`config.mk`:
```
export PLATFORM = sky130hd
export DESIGN_NAME = fwd_hazard_unit
export DESIGN_NICKNAME = d
export VERILOG_FILES = /design/src/rtl/fwd_hazard_unit_pkg.sv /design/src/rtl/fwd_select.sv /design/src/rtl/fwd_hazard_unit.sv
export SDC_FILE = /design/constraint.sdc
export NUM_CORES = 1
export LEC_CHECK = 0
export BUFFER_PORTS_ARGS = -buffer_cell sky130_fd_sc_hd__clkbuf_2
export CORE_ASPECT_RATIO = 1.4
export CORE_MARGIN = 1
export CORE_UTILIZATION = 48
export CTS_CLUSTER_SIZE = 28
export DETAILED_ROUTE_END_ITERATION = 8
export PLACE_DENSITY_LB_ADDON = 0.15
export RECOVER_POWER = 50
export SLEW_MARGIN = 20
export SYNTH_ARGS = -nofsm -noshare
export SYNTH_HDL_FRONTEND = slang
export SYNTH_SLANG_ARGS = --single-unit
export TNS_END_PERCENT = 20
```
`constraint.sdc`:
```
create_clock -name clk_i -period 1.3 [get_ports clk_i]
set_input_delay 0.13 -clock clk_i [delete_from_list [all_inputs] [get_ports clk_i]]
set_output_delay 0.13 -clock clk_i [all_outputs]
set_load 0.01 [all_outputs]
```
`src/rtl/fwd_hazard_unit_pkg.sv`:
```
// Shared definitions for the forwarding/hazard unit: operand-mux select codes and the zero register.
package fwd_hazard_unit_pkg;

  localparam logic [1:0] FWD_REG = 2'b00;  // ID/EX register value
  localparam logic [1:0] FWD_WB  = 2'b01;  // MEM/WB write-back data
  localparam logic [1:0] FWD_MEM = 2'b10;  // EX/MEM ALU result

  localparam int unsigned REG_ZERO = 0;

endpackage

```
`src/rtl/fwd_select.sv`:
```
// Operand-mux select for one EX source index; the EX/MEM match wins over MEM/WB.
module fwd_select
  import fwd_hazard_unit_pkg::*;
#(
  parameter int unsigned REG_W = 5
) (
  input  logic [REG_W-1:0] src_idx,
  input  logic [REG_W-1:0] mem_rd,
  input  logic             mem_we,
  input  logic [REG_W-1:0] wb_rd,
  input  logic             wb_we,
  output logic [1:0]       sel
);

  localparam logic [REG_W-1:0] ZERO_IDX = REG_W'(REG_ZERO);

  always_comb begin
    sel = FWD_REG;
    if (mem_we && (mem_rd != ZERO_IDX) && (mem_rd == src_idx)) begin
      sel = FWD_MEM;
    end else if (wb_we && (wb_rd != ZERO_IDX) && (wb_rd == src_idx)) begin
      sel = FWD_WB;
    end
  end

endmodule

```
`src/rtl/fwd_hazard_unit.sv`:
```
// Forwarding and load-use hazard controller for the 5-stage pipeline.
// Optional statistics counters are built when FWD_STATS_EN is defined.
module fwd_hazard_unit
  import fwd_hazard_unit_pkg::*;
#(
  parameter int unsigned REG_W = 5
`ifdef FWD_STATS_EN
  ,
  parameter int unsigned CNT_W = 32
`endif
) (
  input  logic             clk_i,
  input  logic             rst_i,
  input  logic [REG_W-1:0] id_rs_i,
  input  logic [REG_W-1:0] id_rt_i,
  input  logic [REG_W-1:0] id_rd_i,
  input  logic             id_regwrite_i,
  input  logic             id_memread_i,
  input  logic             id_use_rt_i,
  input  logic             flush_i,
  output logic [1:0]       fwd_a_o,
  output logic [1:0]       fwd_b_o,
  output logic             stall_o
`ifdef FWD_STATS_EN
  ,
  output logic [CNT_W-1:0] stall_cnt_o,
  output logic [CNT_W-1:0] fwd_cnt_o
`endif
);

  localparam logic [REG_W-1:0] ZERO_IDX = REG_W'(REG_ZERO);

  typedef struct packed {
    logic [REG_W-1:0] rs;
    logic [REG_W-1:0] rt;
    logic [REG_W-1:0] rd;
    logic             we;
    logic             mr;
  } ex_entry_t;

  // Downstream stages only need the destination for forwarding decisions
  typedef struct packed {
    logic [REG_W-1:0] rd;
    logic             we;
  } wr_entry_t;

  ex_entry_t ex_q;
  wr_entry_t mem_q;
  wr_entry_t wb_q;

  // Tracking pipeline; a stall or flush inserts a bubble into EX
  always_ff @(posedge clk_i) begin
    if (rst_i) begin
      ex_q  <= '0;
      mem_q <= '0;
      wb_q  <= '0;
    end else begin
      mem_q <= '{rd: ex_q.rd, we: ex_q.we};
      wb_q  <= mem_q;
      if (flush_i || stall_o) begin
        ex_q <= '0;
      end else begin
        ex_q <= '{rs: id_rs_i, rt: id_rt_i, rd: id_rd_i,
                  we: id_regwrite_i, mr: id_memread_i};
      end
    end
  end

  fwd_select #(.REG_W(REG_W)) u_sel_a (
    .src_idx (ex_q.rs),
    .mem_rd  (mem_q.rd),
    .mem_we  (mem_q.we),
    .wb_rd   (wb_q.rd),
    .wb_we   (wb_q.we),
    .sel     (fwd_a_o)
  );

  fwd_select #(.REG_W(REG_W)) u_sel_b (
    .src_idx (ex_q.rt),
    .mem_rd  (mem_q.rd),
    .mem_we  (mem_q.we),
    .wb_rd   (wb_q.rd),
    .wb_we   (wb_q.we),
    .sel     (fwd_b_o)
  );

  // Load in EX whose destination the ID instruction reads
  always_comb begin
    stall_o = 1'b0;
    if (ex_q.mr && (ex_q.rd != ZERO_IDX)) begin
      stall_o = (ex_q.rd == id_rs_i) || (id_use_rt_i && (ex_q.rd == id_rt_i));
    end
  end

`ifdef FWD_STATS_EN
  always_ff @(posedge clk_i) begin
    if (rst_i) begin
      stall_cnt_o <= '0;
      fwd_cnt_o   <= '0;
    end else begin
      if (stall_o) begin
        stall_cnt_o <= stall_cnt_o + CNT_W'(1);
      end
      if ((fwd_a_o != FWD_REG) || (fwd_b_o != FWD_REG)) begin
        fwd_cnt_o <= fwd_cnt_o + CNT_W'(1);
      end
    end
  end
`endif

endmodule
```
==> results of run 1 <==
registers in the layout, indices dropped and copies added (netlist names):
| register | count |
|---|---|
| wb_q | 6 |
| mem_q | 6 |
| ex_q | 17 |
critical path, delay by kind of cell, from the launching register on:
family | cells | cell delay (ns)
buffers and inverters | 1 | 0.16
AND/OR/NAND/NOR | 2 | 0.80
XOR/XNOR | 1 | 0.17
flip-flops | 1 | 0.34
path summary, 6_finish.rpt:
check / cells after the start / slack [ns] / endpoint
max: 4 / -0.63 / fwd_a_o[0]
min: 3 / 0.03 / ex_q[11]
max reg2reg: 5 / -0.22 / ex_q[10]
min reg2reg: 1 / 0.44 / mem_q[0]
routing by layer:
layer	vias to the layer above	part of all wire	track usage
met3	6	0.035	0.06304
met2	23	0.58	0.4349
met5	-	0	0
met4	0	0.024	0.1213
met1	497	0.36	0.2464
li1	554	-	-
area by class of cell:
class / count / area [sq um] / share of cell area
clock inverters: 2 / 10.01 / 0.005191
flip-flops and latches: 29 / 594.3 / 0.3082
multi-input cells: 97 / 819.5 / 0.4250
well taps: 36 / 45.04 / 0.02336
clock buffers: 6 / 41.29 / 0.02141
repair buffers: 58 / 417.9 / 0.2167
repair_timing:
action                                 4_1_cts  5_1_grt
endpoints found under the hold margin        7        0
resized for setup                           10       20
setup endpoints to repair                   22       22
pin swaps                                    5        8
setup buffers                                2        2
hold buffers                                 7        0
cells by family after synthesis:
| group | Yosys count | share of synthesized area |
|---|---|---|
| buffers and inverters | 5 | 0.03555 |
| AO/OA/AOI/OAI | 21 | 0.1230 |
| AND/OR/NAND/NOR | 46 | 0.1940 |
| flip-flops | 29 | 0.4457 |
| XOR/XNOR | 30 | 0.2017 |
power groups by stage:
| stage | Combinational [mW] | Sequential, mW | Clock (mW) |
|---|---|---|---|
| after floorplan | 0.135 | 0.961 | 0 |
| after global placement | 0.223 | 0.962 | 0 |
| after detailed placement | 0.227 | 0.963 | 0 |
| after CTS | 0.269 | 0.942 | 0.536 |
| after global routing | 0.316 | 0.947 | 0.565 |
| final | 0.291 | 0.943 | 0.512 |
layout by cell type, fill, tap and decap left out, types with 3 or more instances in the layout:
master,count
buf_2,4
nor2b_1,12
nor4_4,4
dfxtp_2,11
nand2_1,19
dfxtp_1,18
a21oi_2,16
buf_4,20
dlygate4sd3_1,7
buf_6,3
xor2_1,14
xnor2_1,13
or4_4,4
clkbuf_4,5
clkbuf_2,21
==> metrics.csv, run 1 <==
metric;value;unit
final-instance-count-excl-fill;228;
grt_max_degree;18;
root_buffer;clkbuf_4;
hold_slack;0.02975;ns
synth.most_common_cell;dfxtp_1;
p_per_area;905.0;mW/mm^2
wl_per_cell;13.33;microns
drive_above_1_share;0.5208;
crit_path_start_kind;register;
dieArea;0.002929;sq mm
fillCellCount;213;
diodes;0;
swShare;0.2665;
layout.nets;212;
setup_ws;-0.6288;ns
grt_pass1_vias;1113;
place_ws;-0.2604;ns
skew;0.005958;ns
route.detailed.drc;0;
drt-initial-drc-count;14;
syn_avg_cell_area;9.943;sq um
synth_area_leaders;dfxtp_1, xnor2_1, xor2_1;
drtPass1Iterations;4;
synth-main-ff-cell;dfxtp_1;
path_class;register to output pin;
netlist-cell-type-count;22;
vias_per_cell;4.737;
std_cell_rows;22;
clk_pin_slew;0.09;ns
dp_cells;209;
die_h;63.64;microns
synth_nets;152;
routed_wl;3.039;mm
p_comb_frac;0.167;
switching_power;0.4650;mW
critical_path_required;1.17;ns
num_io_pins;26;
finalHoldViolations;0;
finalPower;1.745;mW
worstMarginPinSlew;0.2902;ns
yosysSeqAreaShare;0.4457;
globalplace.congestion;0.8437;
rsz0062_at_grt;yes;
critPathMaxFanout;3;
hold_start;id_rt_i[4];
min_path_type;input port to register;
clock_latency;0.33;ns
worstPathCellList;xor2_1, or4_4, nor4_4, buf_2;
fin_crit;1.929;ns
sequentialPowerShare;0.540;
grt_usage;0.2452;
timing.fmax;0.5185;GHz
status;finished with violations;
violations;setup timing;
yosys_register_bits;29;
die_w;46.03;microns
synth_edf_count;0;
dp.final_hpwl;2.137;mm
slew-limit-headroom;0.8050;
cts_tree;built;
synthesis.area;0.001302;sq mm
leakagePower;0.8473;nW
core-area;0.002587;sq mm
slew_violations;0;
cts_num_sinks;29;
vias;1080;
cts_buffer_depth;2;
setup.worst_path.start;wb_q[1];
ant_nets;0;
setup_viol;22;
crit_path_max_incr_delay;0.53;ns
power_frac_clock;0.293;
final_core_util;0.7452;
synth_top_area_share;0.4457;
reg2reg_from;ex_q[3];
async_flop_share;0;
antenna_found_initial;0;
io_buffers;25;
fin_crit_sh;1.484;
syn_inst;131;
final_cell_area;0.001928;sq mm
start_util;0.5034;
vdd.ir_drop.worst;801.5;uV
synth_top_area_cell;dfxtp_1;
fin_setup_tns;-5.583;ns
grt_overflow;0;
cp-end-kind;output pin;
arrival;1.80;ns
intPower;1.280;mW
htree_levels;2;
dpl-instance-area;0.001655;sq mm
grt_first_pass_wirelength;4.954;mm
cp_slowest_cell;or4_4;
area_growth;48.03;%
yosysWarnings;0;
synth_common_cells;dfxtp_1, nand2_1, xnor2_1, xor2_1, nor2b_1;
max-cap-violations;0;
cts_buffers;5;
(Power assumes the default switching activity.)
==> run 2: changes to the inputs <==
Settings changed: BUFFER_PORTS_ARGS -buffer_cell sky130_fd_sc_hd__clkbuf_2 to -buffer_cell sky130_fd_sc_hd__buf_4.
==> metrics.csv, run 2 (synthesized netlist as in run 1, its figures left out) <==
metric;value;unit
final_cell_mix;buf_4, nand2_1, dfxtp_1;
intPower;1.315;mW
cp_slowest_cell;or4_4;
root_buffer;clkbuf_4;
critPathMaxFanout;2;
clk_pin_slew;0.08;ns
status;finished with violations;
r2r_end;ex_q[15];
violations;setup timing;
fillCellCount;234;
hold_buffers;0;
cts_num_sinks;29;
power_frac_clock;0.307;
core-area;0.002587;sq mm
final-instance-count-excl-fill;216;
wl_per_cell;13.10;microns
cp_num_buf_inv;1;
rr_worst_depth;5;
cts_buffers;5;
vias_per_cell;4.917;
clock_latency;0.31;ns
rsz0062_at_grt;yes;
min_path_type;input port to register;
slew_violations;0;
setup_ws;-0.5995;ns
cts_buffer_depth;2;
worstPathCellList;xor2_1, or4_4, nor4_4, buf_4;
whs_path_depth;3;
p_comb_frac;0.151;
layout.nets;201;
switching_power;0.4245;mW
crit_path_max_incr_delay;0.53;ns
route.detailed.drc;0;
leakagePower;0.7954;nW
path_class;register to output pin;
start_util;0.5034;
sequentialPowerShare;0.542;
setup_viol;22;
dp.final_hpwl;2.183;mm
cp-end-kind;output pin;
largestRegisters;ex_q (17), mem_q (6), wb_q (6);
die_h;63.64;microns
timing.fmax;0.5264;GHz
p_per_area;949.2;mW/mm^2
largest_reg_flops;17;
cts_tree;built;
final_core_util;0.7084;
arrival;1.77;ns
grt_max_degree;18;
reg2reg_from;ex_q[4];
crit_path_start_kind;register;
num_io_pins;26;
finalHoldViolations;0;
fin_crit_sh;1.461;
diodes;0;
antenna_found_initial;0;
globalplace.congestion;0.8678;
max-cap-violations;0;
fin_crit;1.900;ns
finalPower;1.740;mW
htree_levels;2;
skew;0.002109;ns
grt_overflow;0;
vdd.ir_drop.worst;750.0;uV
slew-limit-headroom;0.8000;
drtPass1Iterations;4;
io_buffers;25;
swShare;0.2440;
dieArea;0.002929;sq mm
drive_above_1_share;0.4889;
min_to;ex_q[3];
cp_top_family;simple AND/OR/NAND/NOR gates;
std_cell_rows;22;
grt_pass1_vias;1136;
critical_path_required;1.17;ns
vias;1062;
rrSetupSlack;-0.23;ns
grt_first_pass_wirelength;4.643;mm
worstMarginPinSlew;0.2978;ns
grt_usage;0.2286;
routed_wl;2.829;mm
ant_nets;0;
hold_start;id_rd_i[1];
area_growth;40.73;%
die_w;46.03;microns
drt-initial-drc-count;16;
final_common_cell;buf_4;
dp_cells;208;
largest-register;ex_q;
==> run 2: worst register-to-register path, stage by stage, from the launching register on <==
cell and delay, ns:
dfxtp_1 0.32, or4_4 0.53, o21a_1 0.20, buf_4 0.15
buf_4 0.16, a21oi_2 0.12
==> run 2: final cells by class <==
| type | count | area (sq um) | share of cell area |
|---|---|---|---|
| clock buffers | 7 | 55.05 | 0.03003 |
| flip-flops and latches | 29 | 593.1 | 0.3235 |
| multi-input cells | 97 | 779.5 | 0.4253 |
| repair buffers | 47 | 360.3 | 0.1966 |
| well taps | 36 | 45.04 | 0.02457 |
==> run 2: per-layer routing <==
layer  vias to the layer above  global-route usage  wire [microns]
met2                        29              0.4525            1721
met3                         7             0.06304             118
met5                         -                   0               0
met1                       493              0.1802             917
li1                        533                   -               -
met4                         0              0.1103              72
==> run 2: per-stage QoR <==
| step | setup WS, ns | setup TNS (ns) | cell area [sq um] | hold WS (ns) |
|---|---|---|---|---|
| 3_5_place_dp | -0.2630 | -2.978 | 1698 | 0.3574 |
| 2_1_floorplan | -0.1454 | -1.667 | 1354 | 0.1942 |
| 3_3_place_gp | -0.2412 | -2.852 | 1698 | 0.3583 |
| 4_1_cts | -0.6363 | -6.527 | 1813 | 0.007513 |
| 5_1_grt | -0.6790 | -6.774 | 1833 | 0.01252 |
| 6_report | -0.5995 | -5.884 | 1833 | 0.03423 |
==> run 2: how the worst max path moves through the flow <==
| stage | start | to | slack [ns] | cells after the start |
|---|---|---|---|---|
| 2_1_floorplan | ex_q[13] | fwd_a_o[0] | -0.15 | 3 |
| 3_3_place_gp | wb_q[4] | fwd_b_o[0] | -0.24 | 4 |
| 3_5_place_dp | wb_q[5] | fwd_a_o[0] | -0.26 | 4 |
| 4_1_cts | mem_q[2] | fwd_b_o[0] | -0.64 | 5 |
| 5_1_grt | ex_q[10] | fwd_b_o[0] | -0.68 | 4 |
| 6_report | ex_q[12] | fwd_a_o[0] | -0.60 | 4 |
==> run 2: power groups by stage <==
stage                     clock network, mW  logic, mW  registers [mW]
after floorplan                           0      0.135           0.961
after global placement                    0      0.235           0.961
after detailed placement                  0      0.240           0.962
after CTS                             0.559      0.260           0.942
after global routing                  0.592      0.284           0.947
final                                 0.535      0.262           0.943
==> run 2: timing repair <==
action	in CTS	in global routing
buffers inserted	1	0
gates resized for setup	11	6
pin swaps	6	4
setup endpoints to repair	22	22
==> run 3: changes to the inputs <==
--- a/config.mk
+++ b/config.mk
@@ -10,5 +10,6 @@
 export CORE_MARGIN = 1
-export CORE_UTILIZATION = 48
+export CORE_UTILIZATION = 54
 export CTS_CLUSTER_SIZE = 28
 export DETAILED_ROUTE_END_ITERATION = 8
+export HOLD_SLACK_MARGIN = 0.12
 export PLACE_DENSITY_LB_ADDON = 0.15
==> constraint.sdc (replaced) <==
create_clock -name clk_i -period 2.4 [get_ports clk_i]
set_input_delay 0.24 -clock clk_i [delete_from_list [all_inputs] [get_ports clk_i]]
set_output_delay 0.24 -clock clk_i [all_outputs]
set_load 0.02 [all_outputs]
==> metrics.csv, run 3 (synthesized netlist as in run 1, its figures left out) <==
metric;value;unit
fin_setup_tns;0;ns
grt_usage;0.2203;
critPathMaxFanout;4;
multiInputGateArea;675.6;sq um
diodes;0;
path_class;register to output pin;
layout.nets;185;
r2r_end;ex_q[13];
crit_path_start_kind;register;
vdd.ir_drop.worst;460.8;uV
setup_viol;0;
grt_max_degree;18;
final_common_cell;dfxtp_1;
drive_above_1_share;0.2727;
clk_pin_slew;0.08;ns
setup.worst_path.start;mem_q[5];
fillCellCount;184;
skew;0.006439;ns
timing.fmax;0.4620;GHz
post-cts-setup-buffers;0;
wl_per_cell;13.44;microns
cts_buffers;5;
start_util;0.5848;
ant_nets;0;
clock_latency;0.32;ns
finalHoldViolations;0;
std_cell_rows;20;
grt_overflow;0;
worstPathCellList;or4_1, o21ai_1, nor4_1, nor4_2, buf_4;
dp_cells;176;
min_to;ex_q[3];
slew_violations;0;
rr_worst_depth;4;
status;finished with violations;
area_growth;20.46;%
post_cts_resize_count;0;
largestRegisters;ex_q (17), mem_q (6), wb_q (6);
vias_per_cell;5.305;
final-instance-count-excl-fill;187;
crit_path_max_incr_delay;0.52;ns
grt_pass1_vias;1001;
worstMarginPinSlew;1.021;ns
fin_crit_sh;0.9019;
cts_tree;built;
drtPass1Iterations;6;
core-area;0.002227;sq mm
die_w;43.51;microns
p_per_area;569.6;mW/mm^2
sequential_cell_area;580.6;sq um
cp_slowest_cell;or4_1;
leakagePower;0.6854;nW
cp_top_family;simple AND/OR/NAND/NOR gates;
rsz0062_at_grt;no;
largest-register;ex_q;
arrival;1.92;ns
root_buffer;clkbuf_4;
fin_crit;2.165;ns
cts_buffer_depth;2;
globalplace.congestion;0.8642;
routed_wl;2.514;mm
max-cap-violations;0;
cp-end-kind;output pin;
grt_first_pass_wirelength;4.036;mm
drt-initial-drc-count;27;
critical_path_required;2.16;ns
final_cell_mix;dfxtp_1, buf_4, nand2_1;
dieArea;0.002615;sq mm
vias;992;
route.detailed.drc;1;
cp_num_buf_inv;1;
rrSetupSlack;0.53;ns
cts_num_sinks;29;
hold_start;id_rd_i[1];
violations;DRC;
slew-limit-headroom;0.3192;
whs_path_depth;3;
num_io_pins;26;
reg2reg_from;ex_q[4];
dp.final_hpwl;1.822;mm
htree_levels;2;
min_path_type;input port to register;
antenna_found_initial;0;
largest_reg_flops;17;
die_h;60.11;microns
io_buffers;25;
-- run 3: changes by cell type in the layout (fill, tap and decap cells not counted), sizes merged --
cell | previous run | this run
buf | 46 | 27
clkbuf | 8 | 9
dlygate4sd3 | 0 | 3
-- run 3: cell type report --
cell class / count / share of cell area
Clock buffer: 8 / 0.03110
Sequential cell: 29 / 0.3700
Timing Repair Buffer: 31 / 0.1507
Multi-Input combinational cell: 97 / 0.4306
Tap cell: 22 / 0.01754
-- run 3: repair_timing --
action,in CTS,in global routing
hold buffers,3,0
endpoints found under the setup margin,0,0
hold endpoints to repair,3,0
-- run 3: routing by layer --
metal | track usage | vias up | share of wire
li1 | - | 499 | -
met2 | 0.4264 | 32 | 0.56
met1 | 0.1847 | 453 | 0.36
met4 | 0.1518 | 0 | 0.033
met5 | 0 | - | 0
met3 | 0.06647 | 8 | 0.047
-- run 3: power breakdown --
group          internal (mW)  switching (mW)  total (mW)
registers              0.497          0.0159       0.513
logic                 0.0609          0.0487       0.110
clock network          0.116           0.155       0.271
-- run 3: worst min-delay path, stage by stage --
cell and delay (ns):
buf_4 0.11, nand2_1 0.04, a21oi_1 0.03
-- run 3: how the worst max path moves through the flow --
stage	end	depth (start not counted)
floorplan	fwd_a_o[0]	4
global placement	fwd_a_o[0]	5
detailed placement	fwd_b_o[0]	5
CTS	fwd_b_o[0]	5
global route	fwd_b_o[0]	5
finish	fwd_b_o[0]	5
-- run 3: per-stage QoR --
step	hold slack, ns	power [mW]	util	area, sq um	setup WS (ns)
global route	0.1308	0.9351	0.7045	1569	0.1069
finish	0.1452	0.8937	0.7045	1569	0.2355
global placement	0.4296	0.6277	0.6708	1494	0.6121
floorplan	0.3116	0.5886	-	1303	0.4834
CTS	0.1272	0.9074	0.7062	1573	0.2099
detailed placement	0.4539	0.6303	0.6708	1494	0.5852
